===== src/rtl/fifo_wr_ctrl_pkg.sv =====
// Shared async-FIFO helpers: Gray/binary pointer conversion used by both
// the write-side and read-side pointer controllers.
package fifo_wr_ctrl_pkg;

  localparam int unsigned GRAY_W = 32;

  typedef logic [GRAY_W-1:0] gray_word_t;

  // Callers zero-extend narrower pointers; leading zeros convert to zeros.
  function automatic gray_word_t bin2gray(input gray_word_t bin);
    return bin ^ (bin >> 1);
  endfunction

  function automatic gray_word_t gray2bin(input gray_word_t gray);
    gray_word_t bin;
    bin[GRAY_W-1] = gray[GRAY_W-1];
    for (int i = GRAY_W - 2; i >= 0; i--) begin
      bin[i] = bin[i+1] ^ gray[i];
    end
    return bin;
  endfunction

endpackage


===== src/rtl/fifo_wr_ctrl_if.sv =====
// Producer-facing and read-domain pointer signals of the FIFO write controller.
interface fifo_wr_ctrl_if #(
  parameter int unsigned ADDRSIZE = 4
);

  logic                winc;
  logic [ADDRSIZE:0]   rptr_g;
  logic                wen;
  logic [ADDRSIZE-1:0] waddr;
  logic [ADDRSIZE:0]   wptr_g;
  logic                wfull;
  logic                awfull;
  logic [ADDRSIZE:0]   wlevel;
  logic                wovf;

  modport master (
    output winc, rptr_g,
    input  wen, waddr, wptr_g, wfull, awfull, wlevel, wovf
  );

  modport slave (
    input  winc, rptr_g,
    output wen, waddr, wptr_g, wfull, awfull, wlevel, wovf
  );

endinterface


===== src/rtl/fifo_wr_ctrl_sync_r2w.sv =====
// Two-flop synchronizer bringing the Gray read pointer into the write clock
// domain; kept as its own module so CDC constraints can target its flops.
module sync_r2w #(
  parameter int unsigned WIDTH = 5
) (
  input  logic             clk,
  input  logic             rst_n,
  input  logic [WIDTH-1:0] d_i,
  output logic [WIDTH-1:0] q_o
);

  logic [WIDTH-1:0] q1_q;
  logic [WIDTH-1:0] q2_q;

  always_ff @(posedge clk or negedge rst_n) begin
    if (!rst_n) begin
      q1_q <= '0;
      q2_q <= '0;
    end else begin
      q1_q <= d_i;
      q2_q <= q1_q;
    end
  end

  assign q_o = q2_q;

endmodule


===== src/rtl/fifo_wr_ctrl.sv =====
// Async-FIFO write-side controller: binary/Gray write pointer, synchronized
// read pointer, registered full/almost-full/level flags and sticky overflow.
module fifo_wr_ctrl
  import fifo_wr_ctrl_pkg::*;
#(
  parameter int unsigned ADDRSIZE  = 4,
  parameter int unsigned AFULL_LVL = 2
) (
  input  logic          wclk,
  input  logic          wrst_n,
  fifo_wr_ctrl_if.slave bus
);

  localparam int unsigned PW        = ADDRSIZE + 1;
  localparam int unsigned DEPTH     = 1 << ADDRSIZE;
  localparam int unsigned AFULL_THR = DEPTH - AFULL_LVL;

  logic [PW-1:0] rq2;
  logic [PW-1:0] rq2_full;
  logic [PW-1:0] rbin_s;
  logic [PW-1:0] wbin_q,   wbin_d;
  logic [PW-1:0] wptr_g_q, wptr_g_d;
  logic [PW-1:0] wlevel_q, wlevel_d;
  logic          wfull_q,  wfull_d;
  logic          awfull_q, awfull_d;
  logic          wovf_q,   wovf_d;
  logic          wen_c;

  sync_r2w #(
    .WIDTH (PW)
  ) u_sync_r2w (
    .clk   (wclk),
    .rst_n (wrst_n),
    .d_i   (bus.rptr_g),
    .q_o   (rq2)
  );

  // Next-state pointer and flags, all evaluated against the post-write pointer.
  always_comb begin
    wen_c    = bus.winc & ~wfull_q;
    wbin_d   = wbin_q + PW'(wen_c);
    wptr_g_d = PW'(bin2gray(GRAY_W'(wbin_d)));
    rbin_s   = PW'(gray2bin(GRAY_W'(rq2)));
    // Full when the write pointer is exactly one lap ahead of the read pointer.
    rq2_full = {~rq2[ADDRSIZE:ADDRSIZE-1], rq2[ADDRSIZE-2:0]};
    wfull_d  = (wptr_g_d == rq2_full);
    wlevel_d = wbin_d - rbin_s;
    awfull_d = (wlevel_d >= PW'(AFULL_THR));
    wovf_d   = wovf_q | (bus.winc & wfull_q);
  end

  always_ff @(posedge wclk or negedge wrst_n) begin
    if (!wrst_n) begin
      wbin_q   <= '0;
      wptr_g_q <= '0;
      wlevel_q <= '0;
      wfull_q  <= 1'b0;
      awfull_q <= 1'b0;
      wovf_q   <= 1'b0;
    end else begin
      wbin_q   <= wbin_d;
      wptr_g_q <= wptr_g_d;
      wlevel_q <= wlevel_d;
      wfull_q  <= wfull_d;
      awfull_q <= awfull_d;
      wovf_q   <= wovf_d;
    end
  end

  assign bus.wen    = wen_c;
  assign bus.waddr  = wbin_q[ADDRSIZE-1:0];
  assign bus.wptr_g = wptr_g_q;
  assign bus.wlevel = wlevel_q;
  assign bus.wfull  = wfull_q;
  assign bus.awfull = awfull_q;
  assign bus.wovf   = wovf_q;

endmodule


===== src/flat_wrapper.sv =====
// flat-port wrapper written by rule: the top's interface ports become plain ports
module fifo_wr_ctrl_flat import fifo_wr_ctrl_pkg::*;
#(
  parameter int unsigned ADDRSIZE  = 4,
  parameter int unsigned AFULL_LVL = 2
)
  (wclk, wrst_n, bus_winc, bus_rptr_g, bus_wen, bus_waddr, bus_wptr_g, bus_wfull, bus_awfull, bus_wlevel, bus_wovf);
  fifo_wr_ctrl_if #(.ADDRSIZE(ADDRSIZE)) bus_i ();
  input  logic wclk;
  input  logic wrst_n;
  input wire logic [$bits(bus_i.winc)-1:0] bus_winc;
  input wire logic [$bits(bus_i.rptr_g)-1:0] bus_rptr_g;
  output wire logic [$bits(bus_i.wen)-1:0] bus_wen;
  output wire logic [$bits(bus_i.waddr)-1:0] bus_waddr;
  output wire logic [$bits(bus_i.wptr_g)-1:0] bus_wptr_g;
  output wire logic [$bits(bus_i.wfull)-1:0] bus_wfull;
  output wire logic [$bits(bus_i.awfull)-1:0] bus_awfull;
  output wire logic [$bits(bus_i.wlevel)-1:0] bus_wlevel;
  output wire logic [$bits(bus_i.wovf)-1:0] bus_wovf;
  assign bus_i.winc = bus_winc;
  assign bus_i.rptr_g = bus_rptr_g;
  assign bus_wen = bus_i.wen;
  assign bus_waddr = bus_i.waddr;
  assign bus_wptr_g = bus_i.wptr_g;
  assign bus_wfull = bus_i.wfull;
  assign bus_awfull = bus_i.awfull;
  assign bus_wlevel = bus_i.wlevel;
  assign bus_wovf = bus_i.wovf;
  fifo_wr_ctrl #(.ADDRSIZE(ADDRSIZE), .AFULL_LVL(AFULL_LVL)) u_core (.wclk(wclk), .wrst_n(wrst_n), .bus(bus_i));
endmodule

===== config.mk =====
export PLATFORM = sky130hd
export DESIGN_NAME = fifo_wr_ctrl_flat
export DESIGN_NICKNAME = d
export VERILOG_FILES = /design/src/rtl/fifo_wr_ctrl_pkg.sv /design/src/rtl/fifo_wr_ctrl_if.sv /design/src/rtl/fifo_wr_ctrl_sync_r2w.sv /design/src/rtl/fifo_wr_ctrl.sv /design/src/flat_wrapper.sv
export SDC_FILE = /design/constraint.sdc
export NUM_CORES = 1
export LEC_CHECK = 0
export CAP_MARGIN = 5
export CORE_MARGIN = 2
export CORE_UTILIZATION = 53
export CTS_CLUSTER_DIAMETER = 100
export DETAILED_ROUTE_END_ITERATION = 12
export PLACE_DENSITY = 0.94
export SYNTH_ARGS = -nofsm -noshare
export SYNTH_HDL_FRONTEND = slang
export SYNTH_SLANG_ARGS = --single-unit
export TNS_END_PERCENT = 100

===== constraint.sdc =====
create_clock -name wclk -period 6.75 [get_ports wclk]
set_input_delay 0.675 -clock wclk [delete_from_list [all_inputs] [get_ports wclk]]
set_output_delay 0.675 -clock wclk [all_outputs]
set_load 0.02 [all_outputs]

==> metrics.csv <==
metric;value;unit
status;finished, final reports clean;
pwr-share-comb;0.605;
vias;762;
endpoint_kind;register;
dp.cells;145;
final-max-slew-violation-count;0;
cts_resized;0;
avgViaCountPerCell;5.11;
final_common_cell;dfrtp_1;
synth_area;1220;um^2
first_global_vias;761;
max_freq;0.321;GHz
final_area;1530;um^2
path_class;in2reg;
num_rows;17;
start_util;0.559;
finClkSkew;5.79;ps
die_height;52.1;um
synth_nets;108;
cts_setup_buffers;0;
hold_class;reg2reg;
max_stage_delay;470;ps
cp.arrival;3320;ps
grt_max_degree;28;
place_area;1510;um^2
tightest_slew;527;ps
timing.final.crit_share;0.462;
synth_cells;93;
drt-pass1-iter-count;4;
synthToLayoutAreaGrowth;25.2;%
final_cell_mix;dfrtp_1 (27), clkdlybuf4s50_1 (25), xnor2_1 (17);
place_ws;3290;ps
syn_avg_cell_area;13.2;um^2
synth_top_family_by_area;XOR/XNOR gates;
clock-sinks;27;
critPathTopFamily;adder cells;
synthAdderAreaFrac;0.0776;
grt_use_total;0.179;
wl;1.97;mm
core-area;2190;um^2
p_int;0.496;mW
overflow;0;
die_area;2710;um^2
path_max_fanout;6;
antennaDiodeCount;0;
cts_root_buffer;clkbuf_4;
drive_above_1_share;0.0744;
rsz0062_at_grt;false;
synthSimpleGateAreaFrac;0.0797;
yosysSeqAreaShare;0.552;
clock_tree.buffer_depth;2;
p_total;0.846;mW
drt_iter0_markers;15;
synthMuxAreaShare;0;
ys_warn_count;0;
p_switching;0.350;mW
htreeDepth;1;
r2r_cells;9;
drc;0;
ctsHoldBuffers;0;
antenna_found_initial;0;
synth_compound_area_frac;0.0633;
min_path_cells;0;
tns;0;ps
ioPinCount;26;
p_leak;0.666;nW
final-hold-violation-count;0;
setup_ws;3630;ps
worst-path-buf-inv;2;
cts.clk_slew.worst_paths;140;ps
final_nets;137;
cts_tree;yes;
antenna_left;0;
wl_met1;856;um
cts_made_buffers;3;
worstSetupPathDepth;10;
seqPwrFrac;0.314;
route.met2.wl;995;um
finalNonFillerCells;149;
gp_congestion;0.811;
worst_ep_required_time;6950;ps
ys_ff_latch;27;
worst_path_max_delay_cell;clkdlybuf4s50_1;
hpwl;1.53;mm
start_kind;primary input;
synth.distinct_cells;28;
drv_cap;0;
ir_drop;328;uV
top_layer_used;met4;
power.share.switching;0.414;
port-buffer-count;25;
relSlewSlack;0.646;
wl_met3;104;um
final-setup-viol-count;0;
whs;364;ps
wl_per_cell;13.2;um
worstPathCellList;clkdlybuf4s50_1 -> nor2b_1 -> ha_1 -> xnor2_1 -> inv_1 -> ha_1 -> nor2b_1 -> o21ai_0 -> nor3b_1 -> o311ai_1;
post-route-util;0.700;
fp.dieW;52.1;um
p_clk_frac;0.081;
grt_pass1_wl;3.44;mm
p_per_area;552;nW/um^2
fin_crit;3120;ps
synth_xor_area_frac;0.195;
insertion_delay;320;ps
## worst reg2reg max path, delay by kind of cell, from the launching register on
family	cells	cell delay, ps
AO/OA/AOI/OAI	2	340
AND/OR/NAND/NOR	3	650
flip-flops	1	410
buffers and inverters	1	170
XOR/XNOR	1	310
adder cells (fa/ha/maj)	2	680
## path summary, 6_finish.rpt
path	slack (ps)	end	startpoint
setup / recovery	3630	u_core.bus.awfull	bus_winc
hold reg to reg	360	u_core.u_sync_r2w.q_o[3]	u_core.u_sync_r2w.q1_q[3]
hold / removal	360	u_core.u_sync_r2w.q_o[3]	u_core.u_sync_r2w.q1_q[3]
max in group asynchronous	5800	u_core.wbin_q[1]	wrst_n
setup reg to reg	4060	u_core.bus.awfull	u_core.bus.wfull
min in group asynchronous	700	u_core.u_sync_r2w.q_o[0]	wrst_n
## registers in the layout (all words and copies together), names as in the netlist
register                flops
u_core.bus.wptr_g           4
u_core.bus.wovf             1
u_core.bus.wlevel           5
u_core.wbin_q               5
u_core.bus.awfull           1
u_core.bus.wfull            1
u_core.u_sync_r2w.q_o       5
u_core.u_sync_r2w.q1_q      5
## power groups by stage
stage | registers (mW) | clock network, mW | logic [mW]
final | 0.266 | 0.0689 | 0.512
after global routing | 0.273 | 0.0768 | 0.563
after CTS | 0.266 | 0.0705 | 0.517
after detailed placement | 0.270 | 0 | 0.516
after floorplan | 0.320 | 0 | 0.293
after global placement | 0.266 | 0 | 0.495
## routing by layer
| metal | GRT usage | up-vias |
|---|---|---|
| met1 | 0.231 | 372 |
| li1 | - | 360 |
| met2 | 0.300 | 26 |
| met4 | 0.0789 | 0 |
| met3 | 0.0259 | 4 |
| met5 | 0 | - |
## final cells by class
cell class / count / area, um^2
inverter: 8 / 30.0
multi-input combinational: 56 / 509
fill: 152 / 657
timing repair buffer: 26 / 258
clock buffer: 4 / 26.3
sequential: 27 / 676
tap: 28 / 35.0
## Yosys cell counts
cell | n | area [um^2]
dfrtp_1 | 27 | 676
xnor2_1 | 17 | 149
inv_1 | 8 | 30.0
ha_1 | 6 | 75.1
nand2_1 | 4 | 15.0
nor2b_1 | 3 | 18.8
a21boi_0 | 2 | 15.0
buf_2 | 2 | 10.0
nand2b_1 | 2 | 12.5
o21ai_0 | 2 | 10.0
xor2_1 | 2 | 17.5
xor2_2 | 2 | 32.5
a21o_1 | 1 | 7.51
a21oi_1 | 1 | 5.00
a2bb2oi_1 | 1 | 8.76
a311oi_2 | 1 | 15.0
and4b_1 | 1 | 10.0
fa_1 | 1 | 20.0
nand3_1 | 1 | 5.00
nand4_1 | 1 | 6.26
nor2_1 | 1 | 3.75
nor3b_1 | 1 | 7.51
nor4_2 | 1 | 12.5
o211ai_1 | 1 | 7.51
o311ai_1 | 1 | 8.76
or3_1 | 1 | 6.26
xnor2_2 | 1 | 16.3
xor3_1 | 1 | 23.8
## cell families after synthesis
group / Yosys count
flops: 27
compound gates: 10
fa+ha+maj: 7
xor+xnor: 23
buf+inv: 10
simple gates: 16
No activity file was read; power rests on OpenSTA's default activity.
